**src/rtl/if_fetch_ctrl_if.sv**
```systemverilog
// rtl/if_fetch_ctrl_if.sv - instruction-memory request/ready bus for the IF fetch controller
interface if_fetch_ctrl_if;
    logic        req;
    logic [31:0] addr;
    logic        ready;
    logic [31:0] rdata;

    // Fetch controller side: issues requests, receives data.
    modport master (
        output req,
        output addr,
        input  ready,
        input  rdata
    );

    // Instruction-memory side.
    modport slave (
        input  req,
        input  addr,
        output ready,
        output rdata
    );
endinterface

```
**src/rtl/if_fetch_ctrl.sv**
```systemverilog
// rtl/if_fetch_ctrl.sv - IF-stage fetch controller with skid buffer and redirect squash
module if_fetch_ctrl #(
    parameter logic [31:0] RESET_PC = 32'h0000_0000
) (
    input  logic              clk,
    input  logic              rst,
    input  logic [1:0]        pc_select,
    input  logic [31:0]       pc_b,
    input  logic [31:0]       pc_r,
    input  logic [31:0]       pc_j,
    input  logic              stall,
    if_fetch_ctrl_if.master   imem,
    output logic [31:0]       instr,
    output logic              instr_valid,
    output logic [31:0]       pc,
    output logic [31:0]       pc4
);

    typedef enum logic [1:0] {
        IDLE  = 2'd0,
        REQ   = 2'd1,
        DRAIN = 2'd2,
        FULL  = 2'd3
    } state_t;

    state_t      state, state_n;
    logic [31:0] fetch_pc, fetch_pc_n;
    logic [31:0] pend, pend_n;
    logic [31:0] skid, skid_n;
    logic [31:0] skid_pc, skid_pc_n;

    logic        redirect;
    logic [31:0] tgt;
    logic        accept;
    logic        deliver;
    logic [31:0] deliver_instr;
    logic [31:0] deliver_pc;

    assign redirect = (pc_select != 2'b00);
    assign accept   = !instr_valid || !stall;

    // Target mux uses the same encoding as the IF next-PC mux.
    always_comb begin
        case (pc_select)
            2'b01:   tgt = pc_b;
            2'b10:   tgt = pc_r;
            2'b11:   tgt = pc_j;
            default: tgt = fetch_pc;
        endcase
    end

    // Request is a pure state decode so it can never glitch mid-handshake.
    assign imem.req  = (state == REQ) || (state == DRAIN);
    assign imem.addr = fetch_pc;
    assign pc4       = pc + 32'd4;

    // Next-state, fetch address, skid/pend capture and delivery select.
    always_comb begin
        state_n       = state;
        fetch_pc_n    = fetch_pc;
        pend_n        = pend;
        skid_n        = skid;
        skid_pc_n     = skid_pc;
        deliver       = 1'b0;
        deliver_instr = imem.rdata;
        deliver_pc    = fetch_pc;
        case (state)
            IDLE: begin
                state_n = REQ;
                if (redirect) fetch_pc_n = tgt;
            end
            REQ: begin
                if (redirect) begin
                    // A response arriving with a redirect is wrong-path; drop it.
                    if (imem.ready) begin
                        fetch_pc_n = tgt;
                    end else begin
                        pend_n  = tgt;
                        state_n = DRAIN;
                    end
                end else if (imem.ready) begin
                    fetch_pc_n = fetch_pc + 32'd4;
                    if (accept) begin
                        deliver = 1'b1;
                    end else begin
                        skid_n    = imem.rdata;
                        skid_pc_n = fetch_pc;
                        state_n   = FULL;
                    end
                end
            end
            DRAIN: begin
                // Keep address stable until the stale request completes.
                if (redirect) pend_n = tgt;
                if (imem.ready) begin
                    fetch_pc_n = redirect ? tgt : pend;
                    state_n    = REQ;
                end
            end
            FULL: begin
                if (redirect) begin
                    fetch_pc_n = tgt;
                    state_n    = REQ;
                end else if (!stall) begin
                    deliver       = 1'b1;
                    deliver_instr = skid;
                    deliver_pc    = skid_pc;
                    state_n       = REQ;
                end
            end
            default: state_n = IDLE;
        endcase
    end

    // Control state and fetch-side registers.
    always_ff @(posedge clk) begin
        if (rst) begin
            state    <= IDLE;
            fetch_pc <= RESET_PC;
            pend     <= 32'd0;
            skid     <= 32'd0;
            skid_pc  <= 32'd0;
        end else begin
            state    <= state_n;
            fetch_pc <= fetch_pc_n;
            pend     <= pend_n;
            skid     <= skid_n;
            skid_pc  <= skid_pc_n;
        end
    end

    // IF/ID output register: flush beats stall-hold beats delivery.
    always_ff @(posedge clk) begin
        if (rst) begin
            instr       <= 32'd0;
            pc          <= 32'd0;
            instr_valid <= 1'b0;
        end else if (redirect) begin
            instr_valid <= 1'b0;
        end else if (stall && instr_valid) begin
            instr_valid <= 1'b1;
        end else if (deliver) begin
            instr       <= deliver_instr;
            pc          <= deliver_pc;
            instr_valid <= 1'b1;
        end else begin
            instr_valid <= 1'b0;
        end
    end

endmodule

```
**src/flat_wrapper.sv**
```systemverilog
// flat-port wrapper written by rule: the top's interface ports become plain ports
module if_fetch_ctrl_flat 
#(
    parameter logic [31:0] RESET_PC = 32'h0000_0000
)
  (clk, rst, pc_select, pc_b, pc_r, pc_j, stall, instr, instr_valid, pc, pc4, imem_req, imem_addr, imem_ready, imem_rdata);
  if_fetch_ctrl_if imem_i ();
  input  logic clk;
  input  logic rst;
  input  logic [1:0] pc_select;
  input  logic [31:0] pc_b;
  input  logic [31:0] pc_r;
  input  logic [31:0] pc_j;
  input  logic stall;
  output logic [31:0] instr;
  output logic instr_valid;
  output logic [31:0] pc;
  output logic [31:0] pc4;
  output wire logic [$bits(imem_i.req)-1:0] imem_req;
  output wire logic [$bits(imem_i.addr)-1:0] imem_addr;
  input wire logic [$bits(imem_i.ready)-1:0] imem_ready;
  input wire logic [$bits(imem_i.rdata)-1:0] imem_rdata;
  assign imem_req = imem_i.req;
  assign imem_addr = imem_i.addr;
  assign imem_i.ready = imem_ready;
  assign imem_i.rdata = imem_rdata;
  if_fetch_ctrl #(.RESET_PC(RESET_PC)) u_core (.clk(clk), .rst(rst), .pc_select(pc_select), .pc_b(pc_b), .pc_r(pc_r), .pc_j(pc_j), .stall(stall), .imem(imem_i), .instr(instr), .instr_valid(instr_valid), .pc(pc), .pc4(pc4));
endmodule
```
**config.mk**
```make
export PLATFORM = sky130hd
export DESIGN_NAME = if_fetch_ctrl_flat
export DESIGN_NICKNAME = d
export VERILOG_FILES = /design/src/rtl/if_fetch_ctrl_if.sv /design/src/rtl/if_fetch_ctrl.sv /design/src/flat_wrapper.sv
export SDC_FILE = /design/constraint.sdc
export NUM_CORES = 1
export LEC_CHECK = 0
export CORE_MARGIN = 2
export CORE_UTILIZATION = 46
export DETAILED_ROUTE_END_ITERATION = 12
export GPL_TIMING_DRIVEN = 0
export PLACE_DENSITY = 0.81
export SYNTH_ARGS = -nofsm -noshare
export SYNTH_HDL_FRONTEND = slang
export SYNTH_SLANG_ARGS = --single-unit
```
**constraint.sdc**
```tcl
create_clock -name clk -period 1.9 [get_ports clk]
set_input_delay 0.475 -clock clk [delete_from_list [all_inputs] [get_ports clk]]
set_output_delay 0.475 -clock clk [all_outputs]
set_load 0.005 [all_outputs]
```
**Yosys cells after proc, flatten, opt, wreduce, memory -nomap -nowiden**

Index checks and enable logic that the tools add are counted.

- Flip-flop bits (word level): 195
- Latch bits: 0
- Bits in writable memories: 0
- ROM bits: 0
- Input port bits: 134
- Output and inout port bits: 130
- Logic and storage cells: 74
- Memories: 0

- $add $sub $neg: 2
- Multiply operators: 0
- Divide/modulo/power cells: 0
- $lt $le $gt $ge: 0
- Equality and inequality tests: 15
- Shift-type cells: 0
- Multiplexer cells: 31
- Bitwise logic cells: 3
- Reductions and logical operators: 15

Operators with widths:

| cell | count |
|---|---|
| 32-bit two-way mux | 12 |
| 32-bit case mux with 3 select lines | 2 |
| 32-bit by 3-bit adder with 32-bit output (second input constant) | 2 |
| 32-bit case mux with 2 select lines | 1 |
| 2-bit two-way mux | 7 |
| 3-bit by 2-bit != test with 1-bit output (second input constant) | 3 |
| 3-bit AND reduction | 3 |
| 2-bit equality test (second input constant) | 4 |
| 2-bit case mux with 4 select lines | 1 |
| 1-bit two-way mux | 7 |
| 2-bit != test (second input constant) | 3 |
| 5-bit AND reduction | 1 |
| 2-bit by 1-bit equality test with 1-bit output (second input constant) | 2 |
| 2-bit by 1-bit != test with 1-bit output (second input constant) | 2 |
| 4-bit AND reduction | 1 |
| 2-bit nonzero test | 2 |
| 2-bit OR reduction | 2 |
| 3-bit != test (second input constant) | 1 |
| 1-bit NOT | 3 |
| 1-bit zero test | 2 |
| 2-bit zero test | 1 |
| 1-bit logical OR | 2 |
| 1-bit case mux with 2 select lines | 1 |
| 1-bit logical AND | 1 |

**Depth between registers and ports, before layout**

Gate-level depths: netlist of run 1.

- Depth in word-level cells: 8
- Depth in mapped cells: 10
- Gate-level depth less buffers: 7

**Least setup slack after synthesis of run 1**

Ideal clock, no wire load.

- Kind: reg-to-output
- Start: reg u_core.pc[2]
- End: out pc4[24]
- Arrival time: 1635 ps
- Required time: 1425 ps
- Setup slack: -210 ps
- Cell stages (with the launch flop): 7
- Buffers on the path: 0
- Cell sequence: dfxtp_1 > ha_1 > inv_1 > or3_1 > nor2_1 > nand4_1 > xnor2_1

- Longest elaborated chain between the ends: 1

RTL lines:

| item | RTL line | text |
|---|---|---|
| start: declaration | if_fetch_ctrl.sv:15 | `output logic [31:0] pc,` |
| start signal: assignment | if_fetch_ctrl.sv:144 | `pc <= deliver_pc;` |
| 32-bit by 3-bit adder with 32-bit output | if_fetch_ctrl.sv:55 | `assign pc4 = pc + 32'd4;` |
| end: declaration | flat_wrapper.sv:18 | `output logic [31:0] pc4;` |

No other way between the ends.

**Final worst setup path of run 1**

- Start: reg u_core.pc[9]
- End: out pc4[31]

Same word-level chain as after synthesis.

==> impl_metrics.prom, run 1 <==
# TYPE chip_impl_metric gauge
chip_impl_info{name="run_status",value="finished, violations left"} 1
chip_impl_info{name="violated_checks",value="negative setup slack"} 1
chip_impl_metric{name="count_of_endpoints_failing_hold_in_the_final_timing_report",unit=""} 0
chip_impl_metric{name="grt_pass1_wl",unit="um"} 64600
chip_impl_metric{name="synthesized_instance_count",unit=""} 1337
chip_impl_metric{name="groute.layer.met2.usage",unit=""} 0.571
chip_impl_metric{name="layout.filler_cells",unit=""} 1711
chip_impl_metric{name="dp.final_hpwl",unit="um"} 30700
chip_impl_metric{name="clkLatencyLatePin",unit="ns"} 0.46
chip_impl_metric{name="die_area",unit="um^2"} 24800
chip_impl_info{name="busiest_layer",value="met2"} 1
chip_impl_metric{name="grt_start_max_net_pins",unit=""} 20
chip_impl_metric{name="cts_sinks",unit=""} 195
chip_impl_metric{name="net_count_after_synthesis",unit=""} 1476
chip_impl_metric{name="grt_util_all_layers",unit=""} 0.337
chip_impl_metric{name="power-per-cell-area",unit="nW/um^2"} 786
chip_impl_metric{name="post-place-ws",unit="ns"} -1.14
chip_impl_metric{name="hold_ws",unit="ns"} 0.455
chip_impl_metric{name="avgSynthCellArea",unit="um^2"} 8.12
chip_impl_metric{name="placement.cell_area",unit="um^2"} 14000
chip_impl_metric{name="via_per_inst",unit=""} 6.14
chip_impl_metric{name="clock_transition_at_path_regs",unit="ns"} 0.08
chip_impl_metric{name="synth.lib_cells_used.distinct",unit=""} 76
chip_impl_info{name="synth.cells.most_frequent",value="195 x sky130_fd_sc_hd__dfxtp_1, 185 x sky130_fd_sc_hd__nand2_1, 142 x sky130_fd_sc_hd__nor2_1"} 1
chip_impl_metric{name="synth.yosys.warnings",unit=""} 0
chip_impl_info{name="worstReg2RegStart",value="u_core.state[0]$_SDFFE_PP0P_"} 1
chip_impl_metric{name="numCtsBuffers",unit=""} 17
chip_impl_info{name="cp-end-kind",value="output pin"} 1
chip_impl_metric{name="timing.reg2reg.worst_path_depth",unit=""} 7
chip_impl_metric{name="cts-htree-levels",unit=""} 4
chip_impl_metric{name="netlist_area",unit="um^2"} 10900
chip_impl_metric{name="grt-ovfl-total",unit=""} 0
chip_impl_metric{name="initialDrtViolationCount",unit=""} 1556
chip_impl_metric{name="crit_fanout",unit=""} 5
chip_impl_metric{name="initial_drt_pass_iterations",unit=""} 7
chip_impl_info{name="clockRootBuffer",value="sky130_fd_sc_hd__clkbuf_16"} 1
chip_impl_metric{name="cts_max_path_buffers",unit=""} 2
chip_impl_metric{name="timing.critical_path.required",unit="ns"} 1.42
chip_impl_metric{name="synth_edf_count",unit=""} 0
chip_impl_info{name="startpoint",value="u_core.pc[9]$_SDFFE_PP0P_"} 1
chip_impl_metric{name="grt_pass1_vias",unit=""} 11600
chip_impl_metric{name="detailroute.via_count",unit=""} 12600
chip_impl_metric{name="fmaxAchievable",unit="GHz"} 0.368
chip_impl_metric{name="fin_cells",unit=""} 2060
chip_impl_metric{name="detail_route.wl_per_cell",unit="um"} 22.2
chip_impl_metric{name="asyncSetResetFlopFracSynth",unit=""} 0
chip_impl_metric{name="r2r_setup_slack",unit="ns"} -0.19
chip_impl_info{name="worst_hold_path_type",value="reg2reg"} 1
chip_impl_info{name="min_from",value="u_core.skid[5]$_SDFFE_PP0P_"} 1
chip_impl_metric{name="switching_share",unit=""} 0.360
chip_impl_metric{name="p_int",unit="uW"} 8410
chip_impl_metric{name="wirelength",unit="um"} 45700
chip_impl_metric{name="timing.max_cap.violations",unit=""} 0
chip_impl_metric{name="io_pins",unit=""} 264
chip_impl_info{name="crit_type",value="reg2out"} 1
chip_impl_metric{name="worst_pin_slew",unit="ns"} 0.931
chip_impl_metric{name="timing.hold.worst_path_depth",unit=""} 2
chip_impl_metric{name="post_cts_hold_buffer_count",unit=""} 0
chip_impl_info{name="post_synth_main_area_contributors",value="sky130_fd_sc_hd__dfxtp_1 36%, sky130_fd_sc_hd__mux2i_1 9.6%, sky130_fd_sc_hd__nand2_1 6.4%, sky130_fd_sc_hd__a21oi_1 5.6%, sky130_fd_sc_hd__a211oi_1 5.6%"} 1
chip_impl_info{name="area_leader_netlist",value="sky130_fd_sc_hd__dfxtp_1"} 1
chip_impl_metric{name="critPathArrivalTime",unit="ns"} 2.24
chip_impl_info{name="r2r_end",value="u_core.imem.addr[4]$_SDFFE_PP0P_"} 1
chip_impl_metric{name="antenna_found_initial",unit=""} 0
chip_impl_metric{name="core",unit="um^2"} 23300
chip_impl_metric{name="ys_seq_area_frac",unit=""} 0.360
chip_impl_metric{name="place.gp.congestion",unit=""} 0.965
chip_impl_metric{name="antenna_left",unit=""} 0
chip_impl_metric{name="drive_above_1_share",unit=""} 0.277
chip_impl_info{name="tritoncts_clock_tree",value="done"} 1
chip_impl_metric{name="std_cell_rows",unit=""} 56
chip_impl_info{name="grt_setup_unrepaired",value="true"} 1
chip_impl_info{name="synthMostInstantiatedCell",value="sky130_fd_sc_hd__dfxtp_1"} 1
chip_impl_metric{name="slew_violations",unit=""} 0
chip_impl_metric{name="final_net_count",unit=""} 1867
chip_impl_metric{name="dp_cells",unit=""} 1917
chip_impl_metric{name="met1_usage",unit=""} 0.414
chip_impl_metric{name="yosys.area.top_type_share",unit=""} 0.360
chip_impl_info{name="kind_of_start_point_of_the_critical_path",value="flip-flop"} 1
chip_impl_metric{name="place.port_buffers",unit=""} 261
chip_impl_metric{name="slew_headroom",unit=""} 0.380
chip_impl_metric{name="setup_violations",unit=""} 57
chip_impl_metric{name="seqPwrFrac",unit=""} 0.376
chip_impl_metric{name="postSynthRegisterBits",unit=""} 195
chip_impl_metric{name="initial_core_util",unit=""} 0.465
chip_impl_metric{name="grtUsageMet3",unit=""} 0.0682
chip_impl_metric{name="finish.instance_area",unit="um^2"} 16700
chip_impl_metric{name="vdd_ir_drop_max",unit="mV"} 0.612
chip_impl_metric{name="final.setup_skew",unit="ns"} 0.0142
chip_impl_metric{name="die_x",unit="um"} 158
chip_impl_metric{name="pwr-share-comb",unit=""} 0.352
chip_impl_metric{name="area_growth",unit="%"} 54.1
chip_impl_metric{name="power_frac_clock",unit=""} 0.272
chip_impl_metric{name="switchingPower",unit="uW"} 4740
chip_impl_metric{name="antennaDiodeCount",unit=""} 0
chip_impl_metric{name="post-route-drc-count",unit=""} 0
chip_impl_metric{name="timing.final.crit_share",unit=""} 1.43
chip_impl_metric{name="die_height",unit="um"} 158
chip_impl_metric{name="postLayoutSetupSlackWorst",unit="ns"} -0.819
chip_impl_metric{name="p_leak",unit="uW"} 0.00690
chip_impl_info{name="hold_path_end",value="u_core.skid[5]$_SDFFE_PP0P_"} 1
chip_impl_info{name="ys_dominant_reg_cell",value="sky130_fd_sc_hd__dfxtp_1"} 1
chip_impl_metric{name="post-route-min-period",unit="ns"} 2.72
chip_impl_metric{name="sequential_cell_area",unit="um^2"} 4060
chip_impl_metric{name="multiInputGateArea",unit="um^2"} 7190
[metrics by stage]
| step | utilization | power, uW | TNS [ns] |
|---|---|---|---|
| after global routing | 0.717 | 13500 | -20.05 |
| after CTS | 0.676 | 12400 | -15.94 |
| final | 0.717 | 13200 | -18.34 |
| after detailed placement | 0.600 | 8440 | -177.68 |
| after floorplan | - | 6740 | -0.0275 |
| after global placement | 0.600 | 8400 | -174.82 |
[cell type report]
| cell class | instances | area share |
|---|---|---|
| multi-input cells | 1007 | 0.430 |
| clock buffers | 17 | 0.0254 |
| plain buffers | 115 | 0.0519 |
| clock inverters | 15 | 0.00853 |
| inverters | 16 | 0.00434 |
| repair buffers | 376 | 0.213 |
| well taps | 319 | 0.0239 |
| flip-flops and latches | 195 | 0.243 |
[worst max-delay path by stage]
stage / end
after global routing: pc4[18]
final: pc4[31]
after floorplan: u_core.imem.addr[26]$_SDFFE_PP0P_
after detailed placement: u_core.imem.addr[14]$_SDFFE_PP0P_
after CTS: pc4[28]
after global placement: u_core.imem.addr[23]$_SDFFE_PP0P_
[what timing repair did]
item                                    4_1_cts  5_1_grt
endpoints found under the setup margin      259      184
pin swaps                                    55       76
gates resized for setup                     387      213
setup buffers                                75       52
gates cloned                                  3        1
[state kept, by name (all words and copies together) (netlist names)]
register,cells
u_core.state,2
u_core.pend,32
u_core.instr,32
u_core.instr_valid,1
u_core.skid,32
u_core.imem.addr,32
u_core.skid_pc,32
u_core.pc,32
[power groups by stage]
stage / registers (uW) / logic, uW / clock network, uW
final: 4940 / 4630 / 3580
after global routing: 4960 / 4850 / 3730
after CTS: 4900 / 3980 / 3540
after detailed placement: 4960 / 3480 / 0
after global placement: 4950 / 3440 / 0
after floorplan: 4800 / 1950 / 0
[logic make-up (layout without fill, tap and decap cells)]
family / Yosys count / count (layout) / share of synthesized area
flops: 195 / 195 / 0.360
buf+inv: 136 / 539 / 0.0568
mux: 118 / 118 / 0.117
xor+xnor: 35 / 35 / 0.0282
fa+ha+maj: 5 / 5 / 0.00576
simple gates: 458 / 459 / 0.194
compound gates: 390 / 390 / 0.239
[metal layers]
metal  share of wire  vias up
met1            0.38     5863
li1                -     5645
met4           0.057        0
met2            0.46      908
met3            0.10      227
met5               0        -
[critical path, stage by stage, from the launching register on]
cell	delay, ns
sky130_fd_sc_hd__dfxtp_4	0.39
sky130_fd_sc_hd__nand4_1	0.12
sky130_fd_sc_hd__or3_4	0.46
sky130_fd_sc_hd__nor2_4	0.16
sky130_fd_sc_hd__buf_6	0.12
sky130_fd_sc_hd__nand4_1	0.17
sky130_fd_sc_hd__xnor2_1	0.21
sky130_fd_sc_hd__buf_2	0.16
[layout by cell type, fill, tap and decap left out, drive strengths merged, types with 26 or more instances in the layout]
cell type	instances
xnor2	26
dfxtp	195
a211oi	81
nor2	144
nand3	31
nand2	185
clkbuf	71
o21ai	51
buf	206
a21oi	122
mux2i	104
clkdlybuf4s50	213
Power figures use the tool's default switching activity.
==> run 2, diff against run 1 <==
--- a/config.mk
+++ b/config.mk
@@ -6,10 +6,10 @@
 export NUM_CORES = 1
 export LEC_CHECK = 0
 export CORE_MARGIN = 2
-export CORE_UTILIZATION = 46
+export CORE_UTILIZATION = 40
 export DETAILED_ROUTE_END_ITERATION = 12
 export GPL_TIMING_DRIVEN = 0
-export PLACE_DENSITY = 0.81
+export PLACE_DENSITY = 0.7
 export SYNTH_ARGS = -nofsm -noshare
 export SYNTH_HDL_FRONTEND = slang
 export SYNTH_SLANG_ARGS = --single-unit
==> run 2 against run 1 <==
Effect of this change: the run still ends with negative setup slack left; critical path type unchanged; via count shrank 2.6%; critical endpoint is now pc4[25]; die area is 15% higher; critical path depth rose by 1; wire length is 2.4% lower; sequential power about the same.
==> impl_metrics.prom, run 2 (synthesis gave the netlist of run 1 again) <==
# TYPE chip_impl_metric gauge
chip_impl_metric{name="slew_headroom",unit=""} 0.428
chip_impl_info{name="critical_path.cell_chain",value="nand4_1 > or3_4 > nor2_4 > buf_4 > buf_6 > nand2_2 > xnor2_1 > buf_2"} 1
chip_impl_metric{name="layout.filler_cells",unit=""} 2283
chip_impl_metric{name="postLayoutSetupSlackWorst",unit="ns"} -0.736
chip_impl_metric{name="drive_above_1_share",unit=""} 0.271
chip_impl_metric{name="via_per_inst",unit=""} 5.93
chip_impl_metric{name="grt_pass1_wl",unit="um"} 65100
chip_impl_metric{name="finalSetupTns",unit="ns"} -18.78
chip_impl_metric{name="slew_violations",unit=""} 0
chip_impl_metric{name="p_leak",unit="uW"} 0.00682
chip_impl_metric{name="timing.critical_path.required",unit="ns"} 1.42
chip_impl_metric{name="antenna_left",unit=""} 0
chip_impl_metric{name="post_cts_hold_buffer_count",unit=""} 0
chip_impl_info{name="grt_setup_unrepaired",value="true"} 1
chip_impl_metric{name="highest_cell_delay_on_the_worst_timing_path",unit="ns"} 0.47
chip_impl_metric{name="grt_pass1_vias",unit=""} 11500
chip_impl_metric{name="multiInputGateArea",unit="um^2"} 7090
chip_impl_metric{name="std_cell_rows",unit=""} 60
chip_impl_metric{name="fmaxAchievable",unit="GHz"} 0.379
chip_impl_metric{name="initial_drt_pass_iterations",unit=""} 6
chip_impl_metric{name="critPathArrivalTime",unit="ns"} 2.16
chip_impl_metric{name="die_height",unit="um"} 169
chip_impl_metric{name="place.gp.congestion",unit=""} 0.950
chip_impl_metric{name="antenna_found_initial",unit=""} 0
chip_impl_info{name="clockRootBuffer",value="sky130_fd_sc_hd__clkbuf_16"} 1
chip_impl_info{name="run_status",value="finished, violations left"} 1
chip_impl_metric{name="cts_max_path_buffers",unit=""} 2
chip_impl_info{name="final_cell_mix",value="216 x sky130_fd_sc_hd__clkdlybuf4s50_1, 173 x sky130_fd_sc_hd__nand2_1, 138 x sky130_fd_sc_hd__dfxtp_1, 131 x sky130_fd_sc_hd__nor2_1, 107 x sky130_fd_sc_hd__a21oi_1"} 1
chip_impl_metric{name="antennaDiodeCount",unit=""} 0
chip_impl_metric{name="count_of_endpoints_failing_hold_in_the_final_timing_report",unit=""} 0
chip_impl_metric{name="buf_inv_on_cp",unit=""} 3
chip_impl_metric{name="sequential_cell_area",unit="um^2"} 4060
chip_impl_metric{name="clock_transition_at_path_regs",unit="ns"} 0.07
chip_impl_info{name="final_common_cell",value="sky130_fd_sc_hd__clkdlybuf4s50_1"} 1
chip_impl_metric{name="dp.final_hpwl",unit="um"} 31300
chip_impl_metric{name="grt-ovfl-total",unit=""} 0
chip_impl_metric{name="numCtsBuffers",unit=""} 17
chip_impl_metric{name="area_growth",unit="%"} 54.1
chip_impl_info{name="tritoncts_clock_tree",value="done"} 1
chip_impl_metric{name="power-per-cell-area",unit="nW/um^2"} 802
chip_impl_metric{name="final_net_count",unit=""} 1861
chip_impl_metric{name="place.port_buffers",unit=""} 261
chip_impl_metric{name="final.setup_skew",unit="ns"} 0.0146
chip_impl_metric{name="initial_core_util",unit=""} 0.405
chip_impl_metric{name="core",unit="um^2"} 26800
chip_impl_info{name="violated_checks",value="negative setup slack"} 1
chip_impl_metric{name="grt_util_all_layers",unit=""} 0.292
chip_impl_info{name="crit_type",value="reg2out"} 1
chip_impl_metric{name="post-route-min-period",unit="ns"} 2.64
chip_impl_info{name="cpMaxStageDelayCell",value="sky130_fd_sc_hd__or3_4"} 1
chip_impl_metric{name="crit_fanout",unit=""} 4
chip_impl_metric{name="die_area",unit="um^2"} 28500
chip_impl_metric{name="hold_ws",unit="ns"} 0.455
chip_impl_metric{name="clkLatencyLatePin",unit="ns"} 0.46
chip_impl_metric{name="detailroute.via_count",unit=""} 12300
chip_impl_metric{name="timing.max_cap.violations",unit=""} 0
chip_impl_metric{name="die_x",unit="um"} 169
chip_impl_info{name="cp-end-kind",value="output pin"} 1
chip_impl_metric{name="cts-htree-levels",unit=""} 4
chip_impl_metric{name="detail_route.wl_per_cell",unit="um"} 21.5
chip_impl_metric{name="timing.final.crit_share",unit=""} 1.39
chip_impl_info{name="worst_hold_path_type",value="reg2reg"} 1
chip_impl_metric{name="worst_pin_slew",unit="ns"} 0.859
chip_impl_metric{name="power.total",unit="uW"} 13400
chip_impl_metric{name="grt_start_max_net_pins",unit=""} 22
chip_impl_info{name="kind_of_start_point_of_the_critical_path",value="flip-flop"} 1
chip_impl_metric{name="dp_cells",unit=""} 1939
chip_impl_metric{name="fin_cells",unit=""} 2076
chip_impl_metric{name="cts_sinks",unit=""} 195
chip_impl_metric{name="setup_violations",unit=""} 58
chip_impl_metric{name="vdd_ir_drop_max",unit="mV"} 0.657
chip_impl_metric{name="io_pins",unit=""} 264
chip_impl_metric{name="initialDrtViolationCount",unit=""} 1203
chip_impl_metric{name="post-route-drc-count",unit=""} 0
chip_impl_info{name="cp_top_family",value="simple AND/OR/NAND/NOR gates"} 1
chip_impl_metric{name="post-place-ws",unit="ns"} -1.17
chip_impl_metric{name="wirelength",unit="um"} 44600
run 2: cell types whose count changed in the layout (fill, tap and decap cells not counted), moves of 6 or more:
cell | previous run | this run
sky130_fd_sc_hd__a211oi_2 | 15 | 8
sky130_fd_sc_hd__buf_4 | 101 | 94
sky130_fd_sc_hd__buf_8 | 3 | 10
sky130_fd_sc_hd__a21oi_2 | 4 | 13
sky130_fd_sc_hd__nand3_2 | 12 | 6
sky130_fd_sc_hd__buf_6 | 62 | 49
sky130_fd_sc_hd__nand3_1 | 12 | 18
sky130_fd_sc_hd__a211oi_1 | 66 | 72
sky130_fd_sc_hd__a21oi_1 | 117 | 107
sky130_fd_sc_hd__clkbuf_4 | 9 | 15
run 2: worst register-to-register path, cell delays in order, from the launching register on:
cell and delay (ns):
sky130_fd_sc_hd__dfxtp_2 0.34, sky130_fd_sc_hd__buf_6 0.10, sky130_fd_sc_hd__inv_4 0.03, sky130_fd_sc_hd__ha_4 0.30
sky130_fd_sc_hd__or3b_4 0.43, sky130_fd_sc_hd__buf_6 0.14, sky130_fd_sc_hd__nand3_4 0.10, sky130_fd_sc_hd__buf_12 0.12
sky130_fd_sc_hd__a21oi_4 0.03, sky130_fd_sc_hd__a21boi_2 0.15, sky130_fd_sc_hd__a221o_1 0.26
run 2: routing by layer:
metal  up-vias  global-route usage  part of all wire
met1      5796               0.362              0.39
li1       5634                   -                 -
met2       714               0.486              0.47
met3       168              0.0606             0.094
met5         -                   0                 0
met4         0               0.140             0.045
run 2: stage by stage:
stage               instance area [um^2]   util
global placement                   14000  0.523
floorplan                          11000      -
detailed placement                 14000  0.523
CTS                                15900  0.594
finish                             16700  0.624
global route                       16700  0.624
run 2: cell type report:
cell class              instances  share of cell area
repair buffers                370               0.212
flip-flops and latches        195               0.243
well taps                     341              0.0255
clock inverters                15              0.0112
plain buffers                 116              0.0543
clock buffers                  17              0.0254
multi-input cells            1006               0.424
inverters                      16             0.00464
run 2: worst paths after layout:
path | startpoint | end | slack, ns | cells after the start
hold reg to reg | u_core.skid_pc[11]$_SDFFE_PP0P_ | u_core.skid_pc[11]$_SDFFE_PP0P_ | 0.45 | 2
setup reg to reg | u_core.state[0]$_SDFFE_PP0P_ | u_core.imem.addr[25]$_SDFFE_PP0P_ | -0.20 | 10
setup / recovery | u_core.pc[6]$_SDFFE_PP0P_ | pc4[25] | -0.74 | 8
hold / removal | u_core.skid_pc[11]$_SDFFE_PP0P_ | u_core.skid_pc[11]$_SDFFE_PP0P_ | 0.45 | 2
run 2: repair_timing:
item,4_1_cts,5_1_grt
endpoints found under the setup margin,261,161
pin swaps,66,51
setup buffers,65,44
cloned,2,3
resized for setup,408,183
run 2: where the power goes:
group	total (uW)	internal, uW	switching (uW)
registers	4940	4460	480
clock network	3710	1790	1910
logic	4760	2340	2420
==> run 3, diff against run 2 <==
--- a/config.mk
+++ b/config.mk
@@ -5,6 +5,7 @@
 export SDC_FILE = /design/constraint.sdc
 export NUM_CORES = 1
 export LEC_CHECK = 0
+export ABC_AREA = 0
 export CORE_MARGIN = 2
 export CORE_UTILIZATION = 40
 export DETAILED_ROUTE_END_ITERATION = 12
==> results of run 3 <==
The final DEF is identical to that of run 2; final timing and power are the same.
